## src/rtl/multi_button_debouncer.sv

```systemverilog
// -----------------------------------------------------------------------------
// multi_button_debouncer
// N-channel push-button conditioner. Each channel has a 2-flop synchroniser,
// a counter-based debounce filter, a debounced level, one-cycle press/release
// pulses and optional hold-to-repeat pulses.
//
// Ports:
//   i_Clk        slow tick clock
//   i_Rst_n      asynchronous active-low reset
//   i_Button     raw button inputs (asynchronous to i_Clk)
//   o_ButtonDeb  debounced level, same polarity as raw input
//   o_ButtonDown 1-cycle pulse on accepted press
//   o_ButtonUp   1-cycle pulse on accepted release
//   o_Repeat     1-cycle auto-repeat pulse while held (0 when repeat disabled)
//   o_AnyDown    OR of o_ButtonDown
// -----------------------------------------------------------------------------
module multi_button_debouncer #(
    parameter int unsigned NUM_CH        = 4,
    parameter int unsigned DEB_CYCLES    = 52,
    parameter int unsigned IDLE_LEVEL    = 1,
    parameter int unsigned REPEAT_EN     = 0,
    parameter int unsigned REPEAT_DELAY  = 1000,
    parameter int unsigned REPEAT_PERIOD = 200
) (
    input  logic              i_Clk,
    input  logic              i_Rst_n,
    input  logic [NUM_CH-1:0] i_Button,
    output logic [NUM_CH-1:0] o_ButtonDeb,
    output logic [NUM_CH-1:0] o_ButtonDown,
    output logic [NUM_CH-1:0] o_ButtonUp,
    output logic [NUM_CH-1:0] o_Repeat,
    output logic              o_AnyDown
);

    localparam int unsigned       CNT_W    = $clog2(DEB_CYCLES + 1);
    localparam logic              IDLE_BIT = 1'(IDLE_LEVEL);
    localparam logic [CNT_W-1:0]  DEB_LAST = CNT_W'(DEB_CYCLES - 1);

    logic [NUM_CH-1:0]            sync1_q;
    logic [NUM_CH-1:0]            sync2_q;
    logic [NUM_CH-1:0]            stable_q,   stable_d;
    logic [NUM_CH-1:0]            down_q,     down_d;
    logic [NUM_CH-1:0]            up_q,       up_d;
    logic                         any_down_q, any_down_d;
    logic [NUM_CH-1:0][CNT_W-1:0] cnt_q,      cnt_d;

    // Debounce filter: accept a new level after DEB_CYCLES consecutive
    // synchronised samples that differ from the current stable level.
    always_comb begin
        stable_d = stable_q;
        cnt_d    = cnt_q;
        down_d   = '0;
        up_d     = '0;
        for (int ch = 0; ch < int'(NUM_CH); ch++) begin
            if (sync2_q[ch] == stable_q[ch]) begin
                cnt_d[ch] = '0;
            end else if (cnt_q[ch] == DEB_LAST) begin
                stable_d[ch] = sync2_q[ch];
                cnt_d[ch]    = '0;
                if (sync2_q[ch] != IDLE_BIT) begin
                    down_d[ch] = 1'b1;
                end else begin
                    up_d[ch] = 1'b1;
                end
            end else begin
                cnt_d[ch] = cnt_q[ch] + CNT_W'(1);
            end
        end
        any_down_d = |down_d;
    end

    // Synchroniser, filter state and registered pulses.
    always_ff @(posedge i_Clk or negedge i_Rst_n) begin
        if (!i_Rst_n) begin
            sync1_q    <= {NUM_CH{IDLE_BIT}};
            sync2_q    <= {NUM_CH{IDLE_BIT}};
            stable_q   <= {NUM_CH{IDLE_BIT}};
            cnt_q      <= '0;
            down_q     <= '0;
            up_q       <= '0;
            any_down_q <= 1'b0;
        end else begin
            sync1_q    <= i_Button;
            sync2_q    <= sync1_q;
            stable_q   <= stable_d;
            cnt_q      <= cnt_d;
            down_q     <= down_d;
            up_q       <= up_d;
            any_down_q <= any_down_d;
        end
    end

    assign o_ButtonDeb  = stable_q;
    assign o_ButtonDown = down_q;
    assign o_ButtonUp   = up_q;
    assign o_AnyDown    = any_down_q;

    generate
        if (REPEAT_EN != 0) begin : g_repeat
            localparam int unsigned RPT_MAX =
                (REPEAT_DELAY > REPEAT_PERIOD) ? REPEAT_DELAY : REPEAT_PERIOD;
            localparam int unsigned       RCNT_W      = $clog2(RPT_MAX + 1);
            localparam logic [RCNT_W-1:0] DELAY_LAST  = RCNT_W'(REPEAT_DELAY - 1);
            localparam logic [RCNT_W-1:0] PERIOD_LAST = RCNT_W'(REPEAT_PERIOD - 1);

            typedef enum logic [1:0] {
                RPT_IDLE,
                RPT_WAIT_FIRST,
                RPT_REPEATING
            } rpt_state_e;

            for (genvar ch = 0; ch < int'(NUM_CH); ch++) begin : g_ch
                rpt_state_e        state_q,  state_d;
                logic [RCNT_W-1:0] rcnt_q,   rcnt_d;
                logic              repeat_q, repeat_d;

                // Repeat FSM keys off the acceptance events so the first
                // repeat lands exactly REPEAT_DELAY clocks after the press pulse.
                always_comb begin
                    state_d  = state_q;
                    rcnt_d   = rcnt_q;
                    repeat_d = 1'b0;
                    if (up_d[ch]) begin
                        state_d = RPT_IDLE;
                        rcnt_d  = '0;
                    end else if (down_d[ch]) begin
                        state_d = RPT_WAIT_FIRST;
                        rcnt_d  = '0;
                    end else begin
                        case (state_q)
                            RPT_WAIT_FIRST: begin
                                if (rcnt_q == DELAY_LAST) begin
                                    repeat_d = 1'b1;
                                    rcnt_d   = '0;
                                    state_d  = RPT_REPEATING;
                                end else begin
                                    rcnt_d = rcnt_q + RCNT_W'(1);
                                end
                            end
                            RPT_REPEATING: begin
                                if (rcnt_q == PERIOD_LAST) begin
                                    repeat_d = 1'b1;
                                    rcnt_d   = '0;
                                end else begin
                                    rcnt_d = rcnt_q + RCNT_W'(1);
                                end
                            end
                            default: begin
                                rcnt_d = '0;
                            end
                        endcase
                    end
                end

                always_ff @(posedge i_Clk or negedge i_Rst_n) begin
                    if (!i_Rst_n) begin
                        state_q  <= RPT_IDLE;
                        rcnt_q   <= '0;
                        repeat_q <= 1'b0;
                    end else begin
                        state_q  <= state_d;
                        rcnt_q   <= rcnt_d;
                        repeat_q <= repeat_d;
                    end
                end

                assign o_Repeat[ch] = repeat_q;
            end
        end else begin : g_no_repeat
            assign o_Repeat = '0;
        end
    endgenerate

endmodule
```

## config.mk

```make
export PLATFORM = sky130hd
export DESIGN_NAME = multi_button_debouncer
export DESIGN_NICKNAME = d
export VERILOG_FILES = /design/src/rtl/multi_button_debouncer.sv
export SDC_FILE = /design/constraint.sdc
export NUM_CORES = 1
export LEC_CHECK = 0
export ABC_AREA = 1
export BUFFER_PORTS_ARGS = -buffer_cell sky130_fd_sc_hd__buf_4
export CORE_ASPECT_RATIO = 1.5
export CORE_UTILIZATION = 25
export CTS_CLUSTER_SIZE = 28
export DETAILED_ROUTE_END_ITERATION = 7
export PLACE_DENSITY_LB_ADDON = 0.15
export SLEW_MARGIN = 20
export SYNTH_ARGS = -nofsm -noshare
export SYNTH_HDL_FRONTEND = slang
export SYNTH_SLANG_ARGS = --single-unit
```

## constraint.sdc

```tcl
create_clock -name i_Clk -period 1.7 [get_ports i_Clk]
set_input_delay 0.255 -clock i_Clk [delete_from_list [all_inputs] [get_ports i_Clk]]
set_output_delay 0.255 -clock i_Clk [all_outputs]
set_load 0.05 [all_outputs]
```

# Yosys cells after proc, flatten, opt, wreduce, memory -nomap -nowiden
# Index checks and enable logic that the tools add are counted.
# totals
register_bits	45
# classes
n_eq_ne	8
n_addsub	4
n_mux	32
reduce_logical	5
bitwise	4
# ops
op	n
$mux 6	8
$add 6x1->6 const B	4
$eq 6x6->1 const B	4
$mux 1	24
$reduce_and 2->1	4
$eq 1x1->1	4
$not 1->1	4
$reduce_or 4->1	1

# Depth between registers and ports, before layout
# depth
depth_word	4
mapped_depth	7
mapped_depth_nobuf	7

# Worst setup path before layout
# No wires, ideal clock.
# synth_path
kind	flip-flop to flip-flop
startpoint	register stable_q[2] (netlist: o_ButtonDeb[2])
endpoint	register cnt_q[17] (netlist bit)
setup_time_ns	0.071
t_arrival_ns	1.161
n_path_buf	0
t_required_ns	1.629
synth_period_minus_slack_ns	1.233
path_stages_with_launch	7
path_slack_ns	0.467
path_cell_list	dfstp_2 > inv_2 > nor2_2 > nor2_2 > nor2_4 > nand2_1 > nor2_1
# synth_lines
item	line	rtl
from (decl)	41	logic [NUM_CH-1:0] stable_q, stable_d;
from (signal assigned)	77	stable_q <= {NUM_CH{IDLE_BIT}};
from (signal assigned)	85	stable_q <= stable_d;
to (signal assigned)	86	cnt_q <= cnt_d;
to (decl)	45	logic [NUM_CH-1:0][CNT_W-1:0] cnt_q, cnt_d;

# Final worst setup path
# layout_path
startpoint	register stable_q[2] (netlist: o_ButtonDeb[2])
endpoint	output o_ButtonDeb[2]
# layout_lines
item	line	rtl
to (decl)	28	output logic [NUM_CH-1:0] o_ButtonDeb,
# No word-level cell between the ends.

==> flow_summary.json <==
{
  "ys_warn_count": 0,
  "die_height_microns": 109.5,
  "cp_cell_sequence": "buf_4",
  "clkTransAtPathRegs_ps": 90,
  "hp-class": "in2reg",
  "p_per_area_nw_per_um2": 858.8,
  "final_max_slew_viol_count": 0,
  "start_kind": "register",
  "ys_ff_latch": 45,
  "grt_max_degree": 46,
  "slew_headroom_pct": 62.56,
  "syn_inst": 203,
  "remaining_drc_errors": 0,
  "antenna_found_initial": 0,
  "clkSinkCount": 45,
  "dp.cells": 320,
  "drtIter0Drc": 60,
  "crit_fanout": 4,
  "fin_setup_tns_ps": 0,
  "worst_pin_slew_ps": 561.6,
  "numPortBuffers": 18,
  "finalHoldViolCount": 0,
  "postRouteAntennaNets": 0,
  "drtPass1Iterations": 3,
  "die_w_microns": 73.68,
  "fin_cells": 329,
  "worstSetupPathType": "reg2out",
  "cts_buffer_depth": 2,
  "ys_types": 18,
  "htreeDepth": 2,
  "p_leak_nw": 1.104,
  "syn-cell-area_sq_um": 1927,
  "grt_overflow": 0,
  "final_util_pct": 30.87,
  "postPlaceCellArea_sq_um": 2168,
  "drive_gt1_share_pct": 24.45,
  "period_minus_slack_ps": 1344,
  "clk_latency_ps": 300,
  "fmax_ghz": 0.7439,
  "cp-end-kind": "primary output",
  "crit_family": "flip-flops",
  "cts-hold-fix-buffers": 1,
  "wire_per_inst_microns": 9.529,
  "final_nets": 238,
  "synth.yosys.seq_area_share_pct": 59.22,
  "setup_viol": 0,
  "ctsRootBufferMaster": "clkbuf_8",
  "skew_ps": 10.21,
  "mostFrequentLayoutCells": "nor2_1, dfrtp_1, nand2_1, inv_1, buf_4",
  "rows": 38,
  "cp_slowest_cell": "dfstp_2",
  "fin_ws_ps": 355.8,
  "wirelength_microns": 3135,
  "status": "completed",
  "viasPerCell": 3.763,
  "rsz0062_at_grt": "no",
  "r2r_slack_ps": 420,
  "maxCapViolations": 0,
  "crit_required_ps": 1440,
  "num_antenna_cells": 0,
  "post_cts.repair.setup_buffers": 0,
  "cts_buffers": 5,
  "vias": 1238,
  "post_cts_resized": 0,
  "fin_crit_sh_pct": 79.07,
  "vdd_drop_max_mv": 0.3384,
  "fp.dieArea_sq_um": 8069,
  "place_worst_setup_slack_ps": 388.2,
  "design_area_sq_um": 2275,
  "syn_avg_cell_area_sq_um": 9.492,
  "cts_tree": "yes",
  "grt_use_total_pct": 9.383,
  "gp_congestion": 0.7027,
  "layout_commonest_cell": "nor2_1",
  "slowest_delay_ps": 580,
  "initial_core_util_pct": 26.15,
  "pin_count": 23,
  "crit_arrival_ps": 1090,
  "grt_pass1_wl_microns": 5664,
  "critPathBufInv": 1,
  "areaGrowthSynthToFinish_pct": 18.05,
  "dp_hpwl_microns": 2301,
  "grt_pass1_vias": 1295,
  "design.core.area_sq_um": 7370
}
state kept, by name, indices dropped and copies added, names as in the netlist:
name          cells
sync2_q           4
o_ButtonDown      4
o_AnyDown         1
o_ButtonUp        4
sync1_q           4
cnt_q            24
o_ButtonDeb       4
synth_stat cells (all sizes together):
master  instances  area (sq um)
ha              4         50.05
xnor2           7         61.31
a21oi           1         5.000
nand2          34         132.6
xor2            8         70.07
conb            1         3.750
dfstp          12         315.3
o21ai           4         20.02
dfrtp          33         825.8
inv            31         116.4
nor2           49         216.5
nand3          14         70.07
nor3            1         10.01
buf             4         30.03
final cells by class:
type                            count  area [sq um]
Clock buffer                        6         82.58
Fill cell                         784          5095
Inverter                           31         116.4
Timing Repair Buffer               19         145.1
Sequential cell                    45          1141
Tap cell                          100         125.1
Clock inverter                      2         13.76
Multi-Input combinational cell    126         650.6
cell families (layout without fill, tap and decap cells):
kind of cell,Yosys count,in the layout,synth area share (%)
AO/OA/AOI/OAI,5,5,1.298
XOR/XNOR,15,15,6.818
adder cells (fa/ha/maj),4,4,2.598
buffers and inverters,35,58,7.597
flip-flops,45,45,59.22
other,1,4,0.1946
AND/OR/NAND/NOR,98,98,22.27
power by group:
part	internal [mW]	switching, mW
Combinational	0.0399	0.0807
Clock	0.330	0.362
Sequential	1.11	0.0308
Total	1.48	0.473
per-stage QoR:
step	total power, mW	hold WS (ps)
finish	1.954	61.10
global route	2.064	40.25
CTS	2.005	46.58
detailed placement	1.285	294.3
global placement	1.286	299.5
floorplan	1.244	-40.59
path summary, 6_finish.rpt:
check | startpoint | cells past startpoint | to
setup / recovery | o_ButtonDeb[2] | 1 | o_ButtonDeb[2]
hold / removal | i_Button[3] | 1 | sync1_q[3]
setup reg to reg | cnt_q[0] | 7 | o_AnyDown
hold reg to reg | sync1_q[2] | 0 | sync2_q[2]
max in group asynchronous | i_Rst_n | 2 | o_ButtonDeb[3]
min in group asynchronous | i_Rst_n | 2 | o_AnyDown
per-layer routing:
metal	global-route usage [%]	vias up	part of all wire, %
li1	-	644	-
met1	10.28	567	42
met2	16.06	21	51
met3	2.841	6	4.3
met4	4.945	0	2.4
met5	0	-	0
Power figures use the tool's default switching activity.
